[src/rtl/trace_capture_buffer.sv]
// On-chip circular trace recorder for the pipelined MIPS datapath. It captures
// {cycle, stall, rs, rd, pc, result} samples and supports a PC trigger and readback.
module trace_capture_buffer #(
    parameter int DATA_W    = 32,
    parameter int PC_W      = 32,
    parameter int REG_W     = 5,
    parameter int DEPTH     = 16,
    parameter int CYCLE_W   = 16,
    parameter int POST_TRIG = 4,
    localparam int AW    = $clog2(DEPTH),
    localparam int ENT_W = CYCLE_W + 1 + 2*REG_W + PC_W + DATA_W
) (
    input  logic              clk,
    input  logic              rst_n,
    input  logic              arm,
    input  logic              abort,
    input  logic [1:0]        mode,
    input  logic [PC_W-1:0]   trig_pc,
    input  logic              stall,
    input  logic [PC_W-1:0]   pc,
    input  logic [REG_W-1:0]  rs,
    input  logic [REG_W-1:0]  rd,
    input  logic [DATA_W-1:0] result,
    input  logic              rd_req,
    input  logic [AW-1:0]     rd_addr,
    output logic              rd_valid,
    output logic [ENT_W-1:0]  rd_data,
    output logic [AW:0]       count,
    output logic              wrapped,
    output logic              triggered,
    output logic              busy,
    output logic              done
);

    typedef enum logic [1:0] {IDLE, ARMED, POST, DONE} state_t;

    typedef struct packed {
        logic [CYCLE_W-1:0] cyc;
        logic               stall;
        logic [REG_W-1:0]   rs;
        logic [REG_W-1:0]   rd;
        logic [PC_W-1:0]    pc;
        logic [DATA_W-1:0]  result;
    } entry_t;

    state_t             state, state_nx;
    logic [ENT_W-1:0]   mem [DEPTH];
    logic [AW-1:0]      wr_ptr;
    logic [CYCLE_W-1:0] cyc_cnt;
    logic [PC_W-1:0]    last_pc;
    logic [AW:0]        post_cnt;
    logic               qual, trig_hit, start, rd_ok;
    logic [AW-1:0]      rd_idx;
    entry_t             ent;

    assign busy  = (state == ARMED) || (state == POST);
    assign done  = (state == DONE);
    assign start = arm && (state == IDLE || state == DONE);

    always_comb begin
        qual = 1'b0;
        case (mode)
            2'd1:    qual = !stall;
            2'd2:    qual = (pc != last_pc);
            default: qual = 1'b1;
        endcase
        qual = qual && busy && !abort;
    end

    assign trig_hit = (state == ARMED) && qual && (pc == trig_pc) && (mode != 2'd3);

    // Address 0 maps to the oldest live entry; when full, that is wr_ptr itself.
    assign rd_idx = wr_ptr - count[AW-1:0] + rd_addr;
    assign rd_ok  = rd_req && !busy && !arm && !abort && ({1'b0, rd_addr} < count);

    assign ent = '{cyc: cyc_cnt, stall: stall, rs: rs, rd: rd, pc: pc, result: result};

    always_ff @(posedge clk) begin
        if (!rst_n) state <= IDLE;
        else        state <= state_nx;
    end

    always_comb begin
        state_nx = state;
        if (abort) begin
            state_nx = IDLE;
        end else begin
            case (state)
                IDLE, DONE: if (arm) state_nx = ARMED;
                ARMED: if (trig_hit) state_nx = (POST_TRIG == 1) ? DONE : POST;
                POST:  if (qual && post_cnt == (AW+1)'(1)) state_nx = DONE;
                default: state_nx = IDLE;
            endcase
        end
    end

    // Trace storage is deliberately left out of reset.
    always_ff @(posedge clk) begin
        if (rst_n && qual) mem[wr_ptr] <= ent;
    end

    always_ff @(posedge clk) begin
        if (!rst_n) begin
            count     <= '0;
            wrapped   <= 1'b0;
            triggered <= 1'b0;
            wr_ptr    <= '0;
            cyc_cnt   <= '0;
            last_pc   <= '0;
            post_cnt  <= '0;
            rd_valid  <= 1'b0;
            rd_data   <= '0;
        end else begin
            rd_valid <= rd_ok;
            if (rd_ok) rd_data <= mem[rd_idx];
            if (abort) begin
                // contents, count and flags are frozen
            end else if (start) begin
                count     <= '0;
                wrapped   <= 1'b0;
                triggered <= 1'b0;
                wr_ptr    <= '0;
                cyc_cnt   <= '0;
                last_pc   <= ~pc;
            end else if (busy) begin
                cyc_cnt <= cyc_cnt + 1'b1;
                if (qual) begin
                    wr_ptr <= wr_ptr + 1'b1;
                    if (count == (AW+1)'(DEPTH)) wrapped <= 1'b1;
                    else                         count   <= count + 1'b1;
                    if (mode == 2'd2) last_pc <= pc;
                end
                if (trig_hit) begin
                    triggered <= 1'b1;
                    post_cnt  <= (AW+1)'(POST_TRIG - 1);
                end else if (state == POST && qual) begin
                    post_cnt <= post_cnt - 1'b1;
                end
            end
        end
    end

endmodule

[config.mk]
export PLATFORM = sky130hd
export DESIGN_NAME = trace_capture_buffer
export DESIGN_NICKNAME = d
export VERILOG_FILES = /design/src/rtl/trace_capture_buffer.sv
export SDC_FILE = /design/constraint.sdc
export NUM_CORES = 1
export LEC_CHECK = 0
export ABC_AREA = 1
export CORE_MARGIN = 2
export CORE_UTILIZATION = 25
export CTS_BUF_LIST = sky130_fd_sc_hd__clkbuf_8
export DETAILED_ROUTE_END_ITERATION = 8
export PLACE_DENSITY = 0.39
export SYNTH_ARGS = -nofsm -noshare
export SYNTH_HDL_FRONTEND = slang
export SYNTH_SLANG_ARGS = --single-unit
[constraint.sdc]
create_clock -name clk -period 13 [get_ports clk]
set_clock_uncertainty 0.15 [all_clocks]
set_input_delay 3.9 -clock clk [delete_from_list [all_inputs] [get_ports clk]]
set_output_delay 3.9 -clock clk [all_outputs]
set_load 0.02 [all_outputs]
==> Yosys cells after proc, flatten, opt, wreduce, memory -nomap -nowiden <==
Memories as Yosys holds them, arrays and structs flattened. A register that Yosys moved wholly into a read port is not among the register bits.
Index checks and enable logic that the tools add are counted.
{ "totals": {"register_bits": 67, "latchBits": 0, "ramBits": 1456, "rom_bits": 0, "inputBits": 118, "out_inout_bits": 101, "elab_cells": 101, "memories": 1} }
{ "op_classes": {"addsub": 6, "mul": 0, "div": 0, "magnitude_cmp": 1, "eq_ne": 14, "n_shift": 0, "mux": 29, "bitwise_logic": 4, "n_reduce_logical": 37} }
{ "mem_list": {"columns": ["memory", "depth", "word_bits", "rd", "rd_ports_with_merged_regs", "write_ports", "line_no", "rtl"], "rows": [
  ["mem", 16, 91, 1, 1, 1, "47", "logic [ENT_W-1:0] mem [DEPTH];"]
]} }
{ "op_table": {"columns": ["operator", "count"], "rows": [
  ["two-way mux 32 bit", 4],
  ["== test 32 bit", 1],
  ["two-way mux 16 bit", 2],
  ["!= test 32 bit", 1],
  ["inverter 32 bit", 1],
  ["two-way mux 5 bit", 6],
  ["adder 16 x 1 -> 16 bit (second input constant)", 1],
  ["AND reduction 4 bit", 4],
  ["logical AND 1 bit", 13],
  ["two-way mux 4 bit", 3],
  ["nonzero test 2 bit", 6],
  ["two-way mux 1 bit", 9],
  ["AND reduction 3 bit", 3],
  ["!= test 2 bit (second input constant)", 4],
  ["== test 2 bit (second input constant)", 3],
  ["two-way mux 2 bit", 3],
  ["one-hot mux 2 bit (3 select lines)", 1],
  ["adder 5 x 1 -> 5 bit (second input constant)", 1],
  ["== test 5 x 1 -> 1 bit (second input constant)", 1],
  ["== test 5 bit (second input constant)", 1],
  ["zero test 1 bit", 5],
  ["< comparator 4 x 5 -> 1 bit", 1],
  ["subtractor 5 x 1 -> 5 bit (second input constant)", 1],
  ["adder 4 x 1 -> 4 bit (second input constant)", 1],
  ["10 further kinds", 15]
]} }

==> Longest topological paths before layout <==
Gate-level depths: netlist of the first run.
{ "depth": {"depth_word": 10, "depth_mapped": 18, "mapped_depth_nobuf": 18} }

==> Worst setup path after synthesis of the first run <==
Ideal clock, no wire load.
{ "synth_timing": {"kind": "input port to flip-flop", "from": "input pc[7]", "to": "memory mem[0][0] (netlist bit), enable pin", "setup_ps": 541, "arrival_ps": 8601, "t_required_ps": 12309, "setup_slack_ps": 3708, "path_stages": 14, "n_path_buf": 0, "path_cell_list": "inv_1 -> nand2_1 -> nand2_1 -> nand2_1 -> nor2_1 -> nand2_1 -> nor2_1 -> nand2_1 -> nand2_1 -> nand2_2 -> nand2_2 -> nor2_1 -> nand2_1 -> nor2_1"} }
{ "synth_between": {"elab_chain_cells": 7} }
{ "synth_lines": {"columns": ["item", "line_no", "rtl"], "rows": [
  ["start, declared", "20", "input logic [PC_W-1:0] pc,"],
  ["!= test 32 bit", "64", "2'd2: qual = (pc != last_pc);"],
  ["one-hot mux 1 bit (2 select lines)", "62", "case (mode)"],
  ["logical AND 1 bit (2 in a row)", "67", "qual = qual && busy && !abort;"],
  ["logical AND 1 bit", "99", "if (rst_n && qual) mem[wr_ptr] <= ent;"],
  ["two-way mux 1 bit", "99", null],
  ["two-way mux 1 bit (not written as such)", "99", null],
  ["end, declared", "47", null]
]} }
No other way between the ends.

==> Final worst setup path of the first run <==
{ "layout_timing": {"from": "input rd_addr[0]", "to": "register rd_data[54], read port of mem"} }
{ "layout_between": {"elab_chain_cells": 2, "word_cells_on_any_way": 3, "cone_classes": "1 x add/sub; 1 x order compare; 1 x reduce/logical"} }
{ "layout_lines": {"columns": ["item", "line_no", "rtl"], "rows": [
  ["start, declared", "25", "input logic [AW-1:0] rd_addr,"],
  ["< comparator 4 x 5 -> 1 bit", "74", "assign rd_ok = rd_req && !busy && !arm && !abort && ({1'b0, rd_addr} < count);"],
  ["logical AND 1 bit", "74", null],
  ["end, declared", "27", "output logic [ENT_W-1:0] rd_data,"]
]} }
Parallel ways exist; a longest one is shown, timed or not.
A chain may end at the register's enable or synchronous reset.

==> results by group, run 1 <==
GRT
  • Number of global-route vias before repair: 42,080
  • First-pass GRT wire length: 302,000 µm
  • All-layer global routing usage: 0.158
  • Gr ovfl total: 0
  • Initial antenna violation count: 12
  • Pin count of the biggest net entering global routing: 204

Power and ir drop
  • PwrDens: 162 mW/mm²
  • Maximum vdd drop: 0.000123 V
  • Leak: 24.0 nW

Detailed routing
  • Detailed Routing Iterations Pass 1: 6
  • Average wire per cell in the routed design: 23.5 µm
  • Post-route DRC: 0
  • DR iter-0 viols: 3,136
  • Final ANT Viol Nets: 0
  • Vias: 41,976
  • Via density: 4.69
  • Drt total wl: 210,000 µm

Place
  • # port buffers: 218
  • Hpwl dp: 104,000 µm
  • GP Congestion: 0.741
  • Area after DPL: 0.0697 mm²
  • Setup WS pre-CTS: 3.90 ns

Worst hold path
  • Worst Hold Class: reg2reg
  • Hold Crit Depth: 2
  • Min-delay src: triggered
  • Hold EP: triggered

Critical path
  • WP buf/inv: 4
  • FF-to-FF End: rd_data[54]
  • R2r setup slk: 7.55 ns
  • Crit-path leading delay family: buffers and inverters
  • Critical Path Start Type: primary input
  • CP arrival: 8.79 ns
  • Worst r2r src: wr_ptr[0]
  • Critical path's slowest cell: buf_4
  • WS Path Type: in2reg
  • CP Cell Sequence: clkdlybuf4s50_1 > ha_4 > buf_12 > buf_4 > buf_4 > nor2_1 > nor2_1 > o21ai_1 > a21oi_1 > a21oi_1 > nor2_1 > a31oi_1 > a21oi_1
  • Critical path endpoint category: flop
  • CP peak stage delay: 0.84 ns
  • CP Max Fanout: 173
  • Critical path data required time: 13.77 ns
  • Reg2Reg Depth: 15

Yosys
  • Post-synthesis instance total: 5,103
  • Yosys top cell area share: 0.684
  • Cell Area, Synth: 0.0640 mm²
  • Syn Nets: 5,247
  • Number of synthesized register bits: 1,614
  • Sequential element share of the synthesized area: 0.733
  • Synth warn: 0
  • Top cells by area, synth: edfxtp_1, nor2_1, o21ai_0
  • Yosys top cell by area: edfxtp_1
  • Netlist cell types: 39
  • Syn Area/Cell: 12.5 µm²

Clocking
  • CTS tree: yes
  • CTS Sinks: 1,614
  • Clock root buffer: clkbuf_8
  • Post-CTS Hold Buffers: 0
  • H-tree depth: 5
  • Clk buf depth: 4
  • Register clock-pin slew on the reported worst setup and hold paths: 0.06 ns
  • Post_cts resized: 0
  • Setup bufs post-CTS: 0
  • Clock Latency Late Sink: 1.01 ns
  • CTS Buf Count: 301

Job
  • Max cap viols: 0

Timing
  • Final Max Slew Viols: 0
  • Worst-Margin Slew: 1.12 ns
  • Final setup TNS: 0 ns
  • Final setup vio count: 0
  • Setup ws final: 4.98 ns
  • Final Cycle Share: 0.617
  • Tmin final: 8.02 ns
  • Relative slew slack: 0.252
  • FMAX: 125 MHz
  • Unrepaired setup endpoints after global routing: no
  • Final Hold Vio Count: 0

Floorplan
  • Row count: 185
  • Die Span Y: 510 µm
  • Initial Utilization: 0.252
  • Die W: 510 µm
  • Core area: 0.254 mm²
  • IO Pins: 219
  • DIE AREA: 0.260 mm²

Finish
  • Layout Utilization: 0.296
  • Nets: 5,501
  • Post-route cell area: 0.0751 mm²
  • Share of cells above drive strength 1: 0.0861
  • Highest-count cells in the layout ignoring fill and taps: edfxtp_1, nor2_1, o21ai_0, a21oi_1, clkbuf_8
  • Area Overhead vs Synth: 17.5%
  • Most common cell after layout, fill and taps aside: edfxtp_1

Status
  • Status: finished clean
## state kept, by name, indices dropped and copies added, names as in the netlist, 2 cells and up
register and cells:
post_cnt 5, wr_ptr 4, state 2, cyc_cnt 16, count 5, rd_data 91
mem 1456, last_pc 32
## cell families (layout without fill, tap and decap cells)
group / count (synthesis) / count (layout) / synth area share
compound gates: 1557 / 1557 / 0.137
xor+xnor: 71 / 71 / 0.00972
fa+ha+maj: 26 / 26 / 0.00544
buf+inv: 465 / 937 / 0.0316
flops: 1614 / 1614 / 0.733
other cells: 0 / 6 / 0
simple gates: 1370 / 1370 / 0.0832
## routing by layer
layer  vias to the layer above  share of wire  track usage  wire [µm]
met3                       323          0.041       0.0236       8530
li1                      19347              -            -          -
met1                     21301           0.46        0.213      95600
met2                      1001           0.48        0.263     101000
met4                         4          0.023       0.0439       4830
met5                         -        0.00013            0         27
## through the flow
stage | cells | hold WS [ns] | power, mW
floorplan | 5103 | 0.284 | 7.07
global placement | 8420 | 0.298 | 7.82
detailed placement | 8420 | 0.299 | 7.82
CTS | 8941 | 0.308 | 12.4
global route | 8946 | 0.336 | 12.8
finish | 8947 | 0.304 | 12.2
## worst reg2reg max path, cell delays in order (launching register included)
cell	delay [ns]
dfxtp_1	0.42
inv_1	0.18
ha_1	0.31
inv_1	0.06
ha_4	0.70
buf_12	0.62
buf_4	1.10
buf_4	0.80
nor2_1	0.20
nor2_1	0.11
o21ai_1	0.09
a21oi_1	0.18
a21oi_1	0.06
nor2_1	0.16
a31oi_1	0.07
a21oi_1	0.18
## area by class of cell
| type | instances | area, µm² |
|---|---|---|
| multi-input cells | 3024 | 15200 |
| repair buffers | 304 | 2960 |
| clock buffers | 327 | 4500 |
| inverters | 112 | 459 |
| clock inverters | 194 | 872 |
| well taps | 3366 | 4210 |
| fillers | 25876 | 179000 |
| flip-flops and latches | 1614 | 46900 |
| diodes | 6 | 15.0 |
## synthesized netlist by cell type (all sizes together)
cell / instances
nor3: 7
o221ai: 182
nand3: 46
xor2: 28
a211oi: 2
a31oi: 91
a21o: 1
buf: 137
o21a: 1
nor2: 1082
nor2b: 1
xnor2: 43
nand3b: 4
ha: 23
o21bai: 2
nand2: 199
a31o: 1
dfxtp: 158
or2: 12
inv: 112
nor4: 1
o211ai: 3
a21oi: 329
a221oi: 6
nand4: 18
o21ai: 846
o22ai: 92
edfxtp: 1456
fa: 3
o2111ai: 1
clkbuf: 216
## worst max path at each step
stage	cells past startpoint	start	slack, ns	to
5_1_grt	13	rd_addr[0]	4.73	rd_data[57]
4_1_cts	12	rd_addr[1]	5.01	rd_data[74]
3_3_place_gp	13	rd_addr[1]	3.83	rd_data[74]
2_1_floorplan	14	pc[7]	3.71	mem[0][0]
6_report	13	rd_addr[0]	4.98	rd_data[54]
3_5_place_dp	12	rd_addr[1]	3.90	rd_data[74]
## power by group
group	switching (mW)	internal, mW
clock network	2.15	2.38
logic	1.41	0.568
registers	0.0193	5.67
total	3.58	8.61
(Power assumes the default switching activity.)
==> run 2: changes to the inputs <==
--- a/config.mk
+++ b/config.mk
@@ -10,7 +10,7 @@
 export CORE_UTILIZATION = 25
 export CTS_BUF_LIST = sky130_fd_sc_hd__clkbuf_8
 export DETAILED_ROUTE_END_ITERATION = 8
-export PLACE_DENSITY = 0.39
+export PLACE_DENSITY = 0.41
 export SYNTH_ARGS = -nofsm -noshare
 export SYNTH_HDL_FRONTEND = slang
 export SYNTH_SLANG_ARGS = --single-unit
==> constraint.sdc (replaced) <==
create_clock -name clk -period 6.66 [get_ports clk]
set_clock_uncertainty 0.15 [all_clocks]
set_input_delay 1.998 -clock clk [delete_from_list [all_inputs] [get_ports clk]]
set_output_delay 1.998 -clock clk [all_outputs]
set_load 0.02 [all_outputs]
==> run 2 against run 1 <==
Global-route usage fell by 0.20 points. Clock power rose by 100%. Design area rose by 2.2%. Critical path type unchanged. Critical endpoint is now rd_data[33]. Highest routed layer unchanged.
==> results by group, run 2 (synthesis gave the netlist of run 1 again) <==
Place
  • Hpwl dp: 117,000 µm (+13%)
  • # port buffers: 218 (unchanged)
  • GP Congestion: 0.782 (+5.6%)
  • DP Cell Count: 8,505 (+1.0%)
  • Setup WS pre-CTS: 0.555 ns (-3.35 ns)

Floorplan
  • IO Pins: 219 (unchanged)
  • Core area: 0.254 mm² (unchanged)
  • Die Span Y: 510 µm (unchanged)
  • DIE AREA: 0.260 mm² (unchanged)
  • Row count: 185 (unchanged)
  • Die W: 510 µm (unchanged)
  • Initial Utilization: 0.252 (unchanged)

Critical path
  • Crit path top cell by count: a21oi_1
  • CP peak stage delay: 0.76 ns (-0.08 ns)
  • Critical path data required time: 7.39 ns (-6.38 ns)
  • Critical Path Start Type: primary input
  • CP arrival: 5.75 ns (-3.04 ns)
  • WS Path Type: in2reg
  • CP Max Fanout: 29 (-83%)
  • Crit-path leading delay family: buffers and inverters
  • Critical path endpoint category: flop
  • WP buf/inv: 5 (+1)
  • CP Cell Sequence: clkdlybuf4s50_1 > inv_1 > fa_1 > fa_4 > inv_8 > buf_12 > buf_4 > nor2_1 > o21ai_1 > a21oi_1 > a21oi_1 > nor2_1 > a31oi_1 > a21oi_1
  • Critical path's slowest cell: fa_4

Timing
  • Tmin final: 5.02 ns
  • FMAX: 199 MHz
  • Final setup vio count: 0 (unchanged)
  • Unrepaired setup endpoints after global routing: no
  • Final Hold Vio Count: 0 (unchanged)
  • Worst-Margin Slew: 1.21 ns (+0.0951 ns)
  • Final Max Slew Viols: 0 (unchanged)
  • Final setup TNS: 0 ns (unchanged)
  • Final Cycle Share: 0.754
  • Setup ws final: 1.64 ns (-3.35 ns)
  • Relative slew slack: 0.190 (-0.0616)

GRT
  • Gr ovfl total: 0 (unchanged)
  • All-layer global routing usage: 0.156 (-0.00198)
  • First-pass GRT wire length: 300,000 µm (-0.65%)
  • Number of global-route vias before repair: 42,377 (+0.71%)
  • Pin count of the biggest net entering global routing: 211 (+3.4%)
  • Initial antenna violation count: 7 (-5)

Clocking
  • Post-CTS Hold Buffers: 0 (unchanged)
  • Clock root buffer: clkbuf_8
  • Register clock-pin slew on the reported worst setup and hold paths: 0.05 ns (about the same)
  • CTS Buf Count: 307 (+2.0%)
  • Setup bufs post-CTS: 0 (unchanged)
  • Clock Latency Late Sink: 1.03 ns (+0.02 ns)
  • Clk buf depth: 4 (unchanged)
  • CTS Sinks: 1,614 (unchanged)
  • H-tree depth: 5 (unchanged)
  • Post_cts resized: 0 (unchanged)
  • CTS tree: yes

Finish
  • Most common cell after layout, fill and taps aside: edfxtp_1
  • Final-layout fill cell count: 25,886 (+0.039%)
  • Final std cells w/o fill: 9,038 (+1.0%)
  • Layout Utilization: 0.302 (+0.00647)
  • Area Overhead vs Synth: 20.0%
  • Largest registers: mem: 1456 flops, rd_data: 91 flops, last_pc: 32 flops
  • Highest-count cells in the layout ignoring fill and taps: edfxtp_1, nor2_1, o21ai_0, clkbuf_8, a21oi_1
  • Max reg flops: 1,456 (unchanged)
  • Nets: 5,592 (+1.7%)
  • Share of cells above drive strength 1: 0.102 (+0.0161)
  • Biggest register: mem

Detailed routing
  • Drt total wl: 207,000 µm (-1.4%)
  • Final ANT Viol Nets: 0 (unchanged)
  • DR iter-0 viols: 2,798 (-11%)
  • Vias: 42,163 (+0.45%)
  • Via density: 4.67 (-0.57%)
  • Average wire per cell in the routed design: 22.9 µm (-2.4%)
  • Post-route DRC: 0 (unchanged)
  • Detailed Routing Iterations Pass 1: 5 (-1)

Power and ir drop
  • Maximum vdd drop: 0.000177 V (+44%)
  • Total power: 24.4 mW (+100%)
  • Leak: 24.7 nW (+2.9%)
  • PwrDens: 318 mW/mm² (+96%)

Worst hold path
  • Worst Hold Class: reg2reg

Status
  • Status: finished clean

Job
  • Max cap viols: 0 (unchanged)
run 2: layer usage:
metal  part of all wire  GRT usage  vias up
li1                   -          -    19515
met1               0.46      0.211    21357
met2               0.48      0.259      956
met3              0.039     0.0239      331
met4              0.021     0.0411        4
met5            0.00012          0        -
run 2: worst paths after layout:
check | startpoint | endpoint | slack (ns) | cells after the start
max | rd_addr[1] | rd_data[33] | 1.64 | 14
min | triggered | triggered | 0.31 | 2
min reg2reg | triggered | triggered | 0.31 | 2
max reg2reg | wr_ptr[0] | rd_data[86] | 2.70 | 15
run 2: layout make-up:
class                   count  area [µm²]  area share
well taps                3366        4210      0.0549
inverters                 112         459     0.00598
repair buffers            389        4390      0.0572
flip-flops and latches   1614       46900       0.611
clock buffers             330        4540      0.0592
clock inverters           195        1040      0.0136
diodes                      8        20.0    0.000261
multi-input cells        3024       15200       0.198
run 2: worst reg2reg max path: stages, from the launching register on:
cell and delay (ns):
dfxtp_1 0.40, inv_1 0.17, ha_1 0.30, inv_1 0.08, ha_4 0.12, inv_1 0.06, fa_4 0.98, buf_12 0.34
buf_12 0.25, nor2_1 0.15, o21ai_1 0.08, a21oi_1 0.07, a21oi_1 0.25, nor2_1 0.10, a31oi_1 0.23, a21oi_1 0.09
run 2: report_power, final:
part / switching [mW] / internal [mW]
sequential: 0.0363 / 11.1
clock: 4.20 / 4.91
combinational: 2.88 / 1.30
total: 7.12 / 17.3
run 2: metrics by stage:
step,hold slack (ns),instance area (µm²)
after floorplan,0.284,64000
after global placement,0.298,71200
after detailed placement,0.304,71200
after CTS,0.312,76700
after global routing,0.321,76800
final,0.307,76800
